## src/rtl/mips_pkg.sv

```systemverilog
`default_nettype none
// ============================================================================
// Module   : mips_pkg
// Brief    : Shared datapath width and named 4:1 select encodings.
// Revision : 1.0
// ============================================================================
package mips_pkg;

    localparam int WORD_W = 32;

    localparam logic [1:0] SEL_A = 2'b00;
    localparam logic [1:0] SEL_B = 2'b01;
    localparam logic [1:0] SEL_C = 2'b10;
    localparam logic [1:0] SEL_D = 2'b11;

endpackage
`default_nettype wire

```

## src/rtl/mux_2_1.sv

```systemverilog
`default_nettype none
// ============================================================================
// Module   : mux_2_1
// Brief    : N-bit 2:1 selector, leaf of the mux_4_1 tree.
// Revision : 1.0
// ============================================================================
module mux_2_1 #(
    parameter int N = 32
) (
    input  logic [N-1:0] in0,
    input  logic [N-1:0] in1,
    input  logic         s,
    output logic [N-1:0] out
);

    // Ternary keeps an unknown select visible as X on differing bits.
    assign out = s ? in1 : in0;

endmodule
`default_nettype wire

```

## src/rtl/mux_4_1.sv

```systemverilog
`default_nettype none
// ============================================================================
// Module   : mux_4_1
// Brief    : N-bit 4:1 selector with combinational and one-cycle registered outputs.
// Revision : 1.0
// ============================================================================
module mux_4_1
    import mips_pkg::*;
#(
    parameter int N = WORD_W
) (
    input  logic         clk,
    input  logic         rst_n,
    input  logic [N-1:0] A,
    input  logic [N-1:0] B,
    input  logic [N-1:0] C,
    input  logic [N-1:0] D,
    input  logic [1:0]   sel,
    output logic [N-1:0] Z,
    output logic [N-1:0] Z_q
);

    logic [N-1:0] w_ab;
    logic [N-1:0] w_cd;
    logic [N-1:0] w_z;
    logic [N-1:0] r_z_q;

    mux_2_1 #(.N(N)) u_mux_ab (
        .in0 (A),
        .in1 (B),
        .s   (sel[0]),
        .out (w_ab)
    );

    mux_2_1 #(.N(N)) u_mux_cd (
        .in0 (C),
        .in1 (D),
        .s   (sel[0]),
        .out (w_cd)
    );

    mux_2_1 #(.N(N)) u_mux_out (
        .in0 (w_ab),
        .in1 (w_cd),
        .s   (sel[1]),
        .out (w_z)
    );

    // Free-running capture; reset clears the copy without waiting for a clock.
    always_ff @(posedge clk or negedge rst_n) begin
        if (!rst_n) begin
            r_z_q <= '0;
        end else begin
            r_z_q <= w_z;
        end
    end

    assign Z   = w_z;
    assign Z_q = r_z_q;

endmodule
`default_nettype wire

```

## config.mk

```make
export PLATFORM = sky130hd
export DESIGN_NAME = mux_4_1
export DESIGN_NICKNAME = d
export VERILOG_FILES = /design/src/rtl/mips_pkg.sv /design/src/rtl/mux_2_1.sv /design/src/rtl/mux_4_1.sv
export SDC_FILE = /design/constraint.sdc
export NUM_CORES = 1
export LEC_CHECK = 0
export ABC_AREA = 1
export CAP_MARGIN = 20
export CORE_ASPECT_RATIO = 0.7
export CORE_MARGIN = 10
export CORE_UTILIZATION = 35
export DETAILED_ROUTE_END_ITERATION = 10
export PLACE_DENSITY = 0.95
export SYNTH_ARGS = -nofsm -noshare
export SYNTH_HDL_FRONTEND = slang
export SYNTH_SLANG_ARGS = --single-unit
```

## constraint.sdc

```tcl
create_clock -name clk -period 1.5 [get_ports clk]
set_clock_uncertainty 0.1 [all_clocks]
set_input_delay 0.225 -clock clk [delete_from_list [all_inputs] [get_ports clk]]
set_output_delay 0.225 -clock clk [all_outputs]
set_load 0.01 [all_outputs]
```

* Word level (Yosys, flattened, before mapping)
Index checks and enable logic that the tools add are counted.
** Operators by class
- Add/sub/neg operators :: 0
- Multiplexer cells :: 3
- Reductions and logical operators :: 0
- Eq/ne operators :: 0
- Shift-type cells :: 0
- Magnitude comparators :: 0
- Divide/modulo/power cells :: 0
- $mul :: 0
- Bitwise logic cells :: 0
** Operators with widths (number)
- two-way mux 32 bit :: 3
** Storage, ports and cells
- Bits in latches :: 0
- Bits in read-only memories :: 0
- Input port bits :: 132
- Memory bits (writable) :: 0
- Output and inout bits :: 64
- Word-level logic and storage cells :: 4
- Memories :: 0
- Bits in registers :: 32

* Logic depth before layout (Yosys ltp)
Gate-level depths: netlist of run 1.
- Depth after elaboration :: 2
- Mapped depth :: 5
- Depth with buffers taken out :: 4

* Modules after synthesis
A second synthesis of run 1 with hierarchy kept.
** Unflattened totals
- Cell total of the unflattened synthesis :: 344
- Area total of the unflattened synthesis :: 2275.9 µm²
** Modules (own cells, without submodules)
- mux_2_1 :: instances 3, area an instance 491.7 µm², cells each 104, seq. area each 0.0 µm²
- mux_4_1 :: instances 1, area an instance 800.8 µm², cells each 32, seq. area each 800.8 µm²

* Worst setup path after synthesis of run 1
Ideal clock, no wire load.
- Kind :: input to output
- Start point :: in sel[1]
- End point :: out Z[0]
- Cell stages on the path :: 5
- Required time :: 1.175 ns
- Data arrival time :: 0.790 ns
- Path slack :: 0.385 ns
- Path buffers :: 2
- Cell sequence :: buf_6 inv_1 buf_6 nand3_1 nand2_1
** Between the ends
- Cells in the longest elaborated chain, start to end :: 1
** RTL lines
- from (decl) :: RTL line mux_4_1.sv:18 : input logic [1:0] sel,
- two-way mux 32 bit :: RTL line mux_2_1.sv:17 : assign out = s ? in1 : in0;
- to (decl) :: RTL line mux_4_1.sv:19 : output logic [N-1:0] Z,
No other way between the ends.

* Final worst setup path of run 1
- Start point :: in A[21]
- End point :: out Z[21]
** Between the ends
- Cells in the longest elaborated chain, start to end :: 2
** RTL lines
- from (decl) :: RTL line mux_4_1.sv:14 : input logic [N-1:0] A,
- two-way mux 32 bit (2 in series) :: RTL line mux_2_1.sv:17
No other way between the ends.

==> results.py, run 1 <==
metrics = {
    "status": {
        "status": "complete, no violations",
    },
    "global_routing": {
        "grt_usage": 0.208,
        "antenna_found_initial": 0,
        "grt_pass1_wl_mm": 17.3,
        "grt_max_degree": 27,
        "grt_pass1_vias": 3291,
        "grt-ovfl-total": 0,
    },
    "worst_setup_path": {
        "required_ps": 1170,
        "worstPathArrival_ps": 1140,
        "critPathMaxFanout": 2,
        "startpoint_type": "primary input",
        "worstSetupEndpointType": "primary output",
        "criticalPathCategory": "primary input to primary output",
    },
    "cts": {
        "cts_num_sinks": 32,
        "cts_tree": "built",
        "cts_root_buf": "clkbuf_8",
        "cts_htree_levels": 2,
        "clockBufferDepth": 2,
        "clk_pin_slew_ps": 70,
        "numCtsBuffers": 5,
    },
    "floorplanning": {
        "ios": 196,
        "dieArea_mm2": 0.0105,
        "die_w_um": 118,
        "fp.coreArea_mm2": 0.00640,
        "num_rows": 24,
        "start_util": 0.370,
        "die_h_um": 88.8,
    },
    "power_and_ir_drop": {
        "leakage_nw": 2.82,
        "p_per_area_mw_per_mm2": 622,
        "combPwrFrac": 0.416,
        "irDropWorstVdd_v": 0.000342,
        "power_frac_clock": 0.244,
        "p_switching_uw": 861,
        "p_int_mw": 1.97,
        "netSwitchingFraction": 0.304,
        "p_seq_frac": 0.340,
    },
    "hold_path": {
        "min_path_type": "primary input to asynchronous set/reset pin",
    },
    "drt": {
        "firstDrtPassIters": 4,
        "wl_met1_mm": 4.44,
        "via_per_inst": 4.53,
        "num_vias": 3179,
        "antenna_left": 0,
        "drt-total-wl_mm": 11.5,
        "wire_per_inst_um": 16.4,
        "wl_met2_mm": 5.69,
        "wl_met3_mm": 1.20,
        "drt_iter0_markers": 228,
        "top_layer_used": "met4",
        "drc_errors": 0,
    },
    "final_layout": {
        "nFillCells": 533,
        "final_util": 0.712,
        "diodes": 0,
        "drive_above_1_share": 0.108,
        "largest_register_ffs": 32,
        "area_delta_synth_final_pct": 92.7,
        "nNetsFinal": 742,
    },
    "timing": {
        "finalMaxSlewViolations": 0,
        "setup_slack_ps": 33.9,
        "period_needed_ps": 1470,
        "fmax_ghz": 0.682,
        "timing.hold.ws_ps": 301,
        "setup-violations-final": 0,
        "min_period_over_period": 0.977,
        "hold_viol": 0,
        "slew_headroom": 0.738,
        "worst-slew-pin-transition_ps": 393,
        "rsz0062_at_grt": "false",
    },
    "yosys": {
        "ys_types": 8,
        "syn_inst": 406,
        "ys_ff_latch": 32,
        "yosysSeqAreaShare": 0.339,
        "avgSynthCellArea_um2": 5.82,
        "postSynthNetCount": 538,
        "yosys_warnings": 0,
        "netlist_area_mm2": 0.00236,
    },
    "job": {
        "drv_cap": 0,
    },
    "place": {
        "dpl.hpwl_mm": 9.01,
        "io_buffers": 195,
        "gp_congestion": 0.827,
        "dp_slack_ps": -618,
    },
}
-- metal layers --
layer,track usage,up-vias
li1,-,1548
met1,0.223,1440
met4,0.0492,0
met2,0.375,179
met5,0,-
met3,0.0922,12
-- worst paths after layout --
check,start,endpoint,slack [ps],depth (start not counted)
max in group asynchronous,rst_n,Z_q[5]$_DFF_PN0_,480,3
min in group clk,sel[1],Z_q[23]$_DFF_PN0_,340,4
min,rst_n,Z_q[25]$_DFF_PN0_,300,2
max,A[21],Z[21],30,6
-- area by class of cell --
class / instances / area (um2) / area share
inverters: 130 / 490 / 0.108
repair buffers: 217 / 2130 / 0.468
well taps: 91 / 114 / 0.0250
multi-input cells: 224 / 926 / 0.203
flip-flops and latches: 32 / 801 / 0.176
clock buffers: 8 / 90.1 / 0.0198
-- what timing repair did --
item / in CTS / in global routing
hold buffers: 1 / 0
hold endpoints to repair: 15 / 0
gates cloned: 3 / 0
resized for setup: 134 / 43
pin swaps: 0 / 1
setup buffers: 1 / 1
setup endpoints to repair: 39 / 41
-- power by group through the flow --
| stage | Combinational (mW) | Sequential [mW] | Clock [mW] |
|---|---|---|---|
| after CTS | 1.21 | 0.968 | 0.721 |
| after floorplan | 0.373 | 1.03 | 0 |
| after detailed placement | 1.24 | 0.985 | 0 |
| after global routing | 1.28 | 0.972 | 0.768 |
| final | 1.18 | 0.965 | 0.690 |
| after global placement | 1.21 | 0.980 | 0 |
-- synth_stat cells --
| cell | n | area [um2] |
|---|---|---|
| buf_6 | 7 | 78.8 |
| dfrtp_1 | 32 | 801 |
| nand3_1 | 64 | 320 |
| nand2_1 | 160 | 601 |
| inv_2 | 1 | 3.75 |
| buf_4 | 4 | 30.0 |
| inv_1 | 129 | 484 |
| buf_2 | 9 | 45.0 |
-- cell families after synthesis --
logic type / Yosys count / synth area share
buffers and inverters: 150 / 0.272
AND/OR/NAND/NOR: 224 / 0.390
flip-flops: 32 / 0.339
-- cells in the final DEF, fill, tap and decap left out --
cell	netlist	layout
dfrtp_1	32	32
nand2_1	160	158
inv_4	0	1
inv_2	1	1
dlygate4sd2_1	0	7
bufbuf_16	0	1
dlygate4sd3_1	0	1
buf_2	9	32
clkbuf_1	0	2
buf_12	0	5
nand3_1	64	64
clkdlybuf4s50_1	0	129
buf_16	0	1
inv_1	129	128
buf_4	4	11
nand2_2	0	2
clkbuf_8	0	6
dlymetal6s2s_1	0	24
buf_6	7	6
-- critical path, cell delays in order --
cell and delay, ps:
clkdlybuf4s50_1 480, inv_1 40, nand2_1 60, nand3_1 80, nand2_1 100, buf_2 150
-- stage by stage --
step | setup TNS [ps] | power [mW] | area [um2] | cells
floorplan | 0 | 1.40 | 2360 | 406
global placement | -17010 | 2.19 | 4450 | 688
detailed placement | -18160 | 2.23 | 4450 | 688
CTS | 0 | 2.90 | 4550 | 701
global route | 0 | 3.02 | 4550 | 702
finish | 0 | 2.83 | 4550 | 702
No activity file was read; power rests on OpenSTA's default activity.
==> run 2, diff against run 1 <==
--- a/config.mk
+++ b/config.mk
@@ -14,4 +14,5 @@
 export PLACE_DENSITY = 0.95
 export SYNTH_ARGS = -nofsm -noshare
 export SYNTH_HDL_FRONTEND = slang
+export SYNTH_HIERARCHICAL = 1
 export SYNTH_SLANG_ARGS = --single-unit
==> results.py, run 2 <==
metrics = {
    "status": {
        "status": "complete, no violations",
    },
    "final_layout": {
        "final_util": 0.697,
        "diodes": 0,
        "drive_above_1_share": 0.179,
        "largest_register_ffs": 32,
        "final_cell_mix": "nand2_1, clkdlybuf4s50_1, dfrtp_1, nand2_2, buf_2",
        "nNetsFinal": 680,
        "final_common_cell": "nand2_1",
        "area_delta_synth_final_pct": 92.1,
    },
    "timing": {
        "fmax_ghz": 0.685,
        "finalMaxSlewViolations": 0,
        "period_needed_ps": 1460,
        "timing.hold.ws_ps": 222,
        "slew_headroom": 0.878,
        "rsz0062_at_grt": "false",
        "min_period_over_period": 0.974,
        "hold_viol": 0,
        "setup-violations-final": 0,
        "worst-slew-pin-transition_ps": 182,
    },
    "floorplanning": {
        "start_util": 0.363,
        "dieArea_mm2": 0.0102,
        "num_rows": 24,
        "die_w_um": 116,
        "ios": 196,
        "fp.coreArea_mm2": 0.00628,
        "die_h_um": 87.5,
    },
    "worst_setup_path": {
        "critPathMaxFanout": 1,
        "critical-path-top-delay-family": "buffers and inverters",
        "worst_path_largest_cell_delay_ps": 540,
        "required_ps": 1170,
        "path_cells": "clkdlybuf4s50_1",
        "critPathSlowestCell": "clkdlybuf4s50_1",
        "criticalPathCategory": "flop to primary output",
        "worstPathArrival_ps": 1140,
        "crit_buf_inv": 1,
        "startpoint_type": "flop",
        "worstSetupEndpointType": "primary output",
    },
    "drt": {
        "wire_per_inst_um": 16.2,
        "firstDrtPassIters": 4,
        "num_vias": 2793,
        "drc_errors": 0,
        "via_per_inst": 4.45,
        "drt-total-wl_mm": 10.1,
        "drt_iter0_markers": 125,
        "antenna_left": 0,
    },
    "yosys": {
        "ys_types": 7,
        "yosys_warnings": 6,
        "synth.top_cell.area_share": 0.426,
        "synth_xor_area_frac": 0,
        "synth_mux_area_frac": 0,
        "ys_ff_latch": 32,
        "yosysSeqAreaShare": 0.352,
        "postSynthNetCount": 476,
        "synth-simple-area-share": 0.508,
        "netlist.top_cell.by_area": "nand2_1",
        "synth_compound_area_frac": 0,
        "synth-adder-area-share": 0,
        "syn_inst": 344,
        "synth-edff-count": 0,
        "netlist_top_cells_area": "nand2_1, dfrtp_1, nand2_2",
        "ys.flop_type": "dfrtp_1",
        "netlist_area_mm2": 0.00228,
        "synthArstFlopShare": 1.00,
        "synth_common_cells": "nand2_1, dfrtp_1, nand2_2",
        "synth_most_common_cell": "nand2_1",
        "synth_top_family_by_area": "simple AND/OR/NAND/NOR gates",
        "avgSynthCellArea_um2": 6.62,
    },
    "cts": {
        "clk_pin_slew_ps": 60,
        "cts_tree": "built",
        "numCtsBuffers": 5,
        "clockBufferDepth": 2,
        "cts_num_sinks": 32,
        "holdBufCountCts": 0,
        "cts_htree_levels": 2,
        "cts_root_buf": "clkbuf_8",
    },
    "global_routing": {
        "antenna_found_initial": 0,
        "grt_use_met3": 0.0723,
        "grt_pass1_wl_mm": 15.0,
        "grt_max_degree": 33,
        "grt_usage": 0.186,
        "grt.busiest_layer": "met2",
        "gr-usage-met1": 0.188,
        "grt_pass1_vias": 2921,
        "use_met2": 0.347,
        "grt-ovfl-total": 0,
    },
    "power_and_ir_drop": {
        "finalPower_mw": 2.81,
        "irDropWorstVdd_v": 0.000426,
        "p_per_area_mw_per_mm2": 643,
        "leakage_nw": 2.50,
    },
    "place": {
        "io_buffers": 195,
        "dpl.hpwl_mm": 8.12,
        "gp_congestion": 0.782,
    },
    "job": {
        "drv_cap": 0,
    },
    "hold_path": {
        "min_path_type": "primary input to asynchronous set/reset pin",
    },
}
## run 2: logic make-up after synthesis
family | count (synthesis)
flops | 32
simple gates | 288
buf+inv | 24
## run 2: path summary, 6_finish.rpt
check                            startpoint                 to  slack [ps]  depth (start not counted)
max                        Z_q[0]$_DFF_PN0_             Z_q[0]          40                          1
min                                   rst_n  Z_q[19]$_DFF_PN0_         220                          2
max in group asynchronous             rst_n   Z_q[4]$_DFF_PN0_         900                          2
min in group clk                       C[4]   Z_q[4]$_DFF_PN0_         310                          5
## run 2: final cells by class
| class | count | area [um2] |
|---|---|---|
| tap | 78 | 97.6 |
| clock buffer | 8 | 90.1 |
| fill | 509 | 1900 |
| multi-input combinational | 288 | 1160 |
| timing repair buffer | 218 | 2160 |
| sequential | 32 | 801 |
| inverter | 3 | 60.1 |
## run 2: metrics by stage
step / setup WS, ps / cells / cell area, um2 / TNS, ps
after floorplan: 407 / 344 / 2280 / 0
after global placement: -569 / 616 / 4270 / -17500
after detailed placement: -625 / 616 / 4270 / -18240
after CTS: -29.5 / 625 / 4310 / -29.5
after global routing: 0.351 / 627 / 4370 / 0
final: 39.7 / 627 / 4370 / 0
## run 2: metal layers
layer | vias to the layer above | wire [um]
met3 | 12 | 977
li1 | 1423 | -
met1 | 1235 | 3760
met4 | 0 | 190
met2 | 123 | 5210
met5 | - | 0
## run 2: power by group
part	internal, mW	total, mW	switching (mW)
Sequential	0.943	0.963	0.0193
Combinational	0.669	1.19	0.518
Clock	0.374	0.660	0.286
Total	1.99	2.81	0.824
## run 2: repair_timing
action                     4_1_cts  5_1_grt
buffers inserted                 0        0
setup endpoints to repair       39       34
resized for setup              129       36
cloned                           1        2
==> run 3, diff against run 2 <==
--- a/config.mk
+++ b/config.mk
@@ -9,9 +9,11 @@
 export CAP_MARGIN = 20
 export CORE_ASPECT_RATIO = 0.7
 export CORE_MARGIN = 10
-export CORE_UTILIZATION = 35
+export CORE_UTILIZATION = 65
 export DETAILED_ROUTE_END_ITERATION = 10
-export PLACE_DENSITY = 0.95
+export DONT_BUFFER_PORTS = 1
+export GPL_TIMING_DRIVEN = 0
+export PLACE_DENSITY = 0.92
 export SYNTH_ARGS = -nofsm -noshare
 export SYNTH_HDL_FRONTEND = slang
 export SYNTH_HIERARCHICAL = 1
==> results.py, run 3 (same netlist as run 2, synthesis figures left out) <==
metrics = {
    "status": {
        "status": "complete, no violations",
    },
    "power_and_ir_drop": {
        "leakage_nw": 1.49,
        "irDropWorstVdd_v": 0.000676,
        "p_per_area_mw_per_mm2": 988,
    },
    "timing": {
        "min_period_over_period": 0.812,
        "fmax_ghz": 0.821,
        "period_needed_ps": 1220,
        "finalMaxSlewViolations": 0,
        "rsz0062_at_grt": "false",
        "slew_headroom": 0.874,
        "worst-slew-pin-transition_ps": 189,
        "setup-violations-final": 0,
        "tns_ps": 0,
        "hold_viol": 0,
    },
    "final_layout": {
        "nFillCells": 269,
        "diodes": 0,
        "largest_register_ffs": 32,
        "stdcell_count": 401,
        "nNetsFinal": 485,
        "final_common_cell": "nand2_1",
        "final_util": 0.765,
        "final_cell_mix": "nand2_1, dfrtp_1, nand2_2, clkbuf_8, buf_6",
        "drive_above_1_share": 0.178,
        "area_delta_synth_final_pct": 9.46,
    },
    "drt": {
        "drc_errors": 0,
        "wire_per_inst_um": 19.9,
        "antenna_left": 0,
        "num_vias": 2122,
        "drt_iter0_markers": 125,
        "via_per_inst": 5.29,
        "firstDrtPassIters": 5,
        "drt-total-wl_mm": 8.00,
    },
    "global_routing": {
        "grt-ovfl-total": 0,
        "grt_pass1_wl_mm": 12.0,
        "grt_usage": 0.238,
        "antenna_found_initial": 0,
        "grt_pass1_vias": 2101,
        "grt_max_degree": 33,
    },
    "floorplanning": {
        "start_util": 0.699,
        "fp.coreArea_mm2": 0.00325,
        "num_rows": 17,
        "die_w_um": 90.7,
        "ios": 196,
        "dieArea_mm2": 0.00631,
        "die_h_um": 69.5,
    },
    "cts": {
        "cts_tree": "built",
        "holdBufCountCts": 2,
        "post-cts-setup-buffer-count": 0,
        "cts_num_sinks": 32,
        "numCtsBuffers": 5,
        "cts-resized-gates": 0,
        "cts_htree_levels": 2,
        "clk_pin_slew_ps": 70,
        "cts_root_buf": "clkbuf_8",
        "clockBufferDepth": 2,
    },
    "hold_path": {
        "min_from": "A[23]",
        "min_path_type": "primary input to flop",
        "worstHoldEndpoint": "Z_q[23]$_DFF_PN0_",
        "worstHoldPathCells": 4,
    },
    "worst_setup_path": {
        "crit_buf_inv": 3,
        "startpoint_type": "primary input",
        "critPathSlowestCell": "nand2_1",
        "critical-path-top-delay-family": "buffers and inverters",
        "critPathMaxFanout": 10,
        "crit_top_cell": "nand2_1",
        "path_cells": "buf_6 -> inv_8 -> buf_6 -> nand2_1 -> nand2_1 -> nand2_1 -> nand2_1",
        "worst_path_largest_cell_delay_ps": 150,
        "worstSetupEndpointType": "primary output",
        "required_ps": 1170,
        "worstPathArrival_ps": 890,
        "criticalPathCategory": "primary input to primary output",
    },
    "place": {
        "dp_cells": 391,
        "gp_congestion": 0.778,
        "dpl.hpwl_mm": 6.59,
        "io_buffers": 0,
    },
    "job": {
        "drv_cap": 0,
    },
}
-- run 3: cell count changes in the layout (fill, tap and decap cells not counted), moves of 4 or more --
| cell | change |
|---|---|
| clkdlybuf4s50_1 | -134 |
| buf_2 | -27 |
| dlymetal6s2s_1 | -20 |
| buf_4 | -13 |
| clkbuf_8 | +10 |
| buf_6 | +7 |
| dlygate4sd2_1 | -7 |
| clkbuf_2 | -4 |
-- run 3: final cells by class --
class	instances	area (um2)	share of cell area
inverters	3	33.8	0.0136
clock buffers	7	96.3	0.0387
clock inverters	1	30.0	0.0121
plain buffers	21	285	0.115
well taps	47	58.8	0.0236
multi-input cells	288	1160	0.464
repair buffers	2	30.0	0.0121
flip-flops and latches	32	801	0.321
-- run 3: worst max-delay path by stage --
stage	startpoint	to	cells after the start	slack (ps)
CTS	sel[0]	Z[19]	7	290
floorplan	sel[0]	Z[0]	7	410
global route	sel[0]	Z[21]	7	220
detailed placement	sel[0]	Z[19]	7	290
global placement	sel[0]	Z[19]	7	310
finish	sel[0]	Z[12]	7	280
-- run 3: tightest hold or removal path: stages --
cell and delay [ps]:
nand2_1 30, nand2_1 50, nand2_1 40, nand2_1 120
-- run 3: report_power, final --
group | leakage, nW | switching, mW | internal (mW)
Clock | 0.0645 | 0.324 | 0.586
Combinational | 1.03 | 0.333 | 0.187
Sequential | 0.391 | 0.0851 | 0.945
-- run 3: metrics by stage --
step	setup WS, ps	cell area, um2	power, mW	hold slack (ps)
after global placement	309	2330	1.53	-170
after CTS	287	2490	2.48	139
final	282	2490	2.46	139
after detailed placement	293	2330	1.55	-170
after global routing	223	2490	2.59	161
after floorplan	407	2280	1.44	-171
-- run 3: metal layers --
metal  up-vias  wire length [um]  global-route usage
met5         -                 0                   0
met4         0                89              0.0610
met3         6              1050               0.102
met2       146              4110               0.421
met1       936              2740               0.254
li1       1034                 -                   -
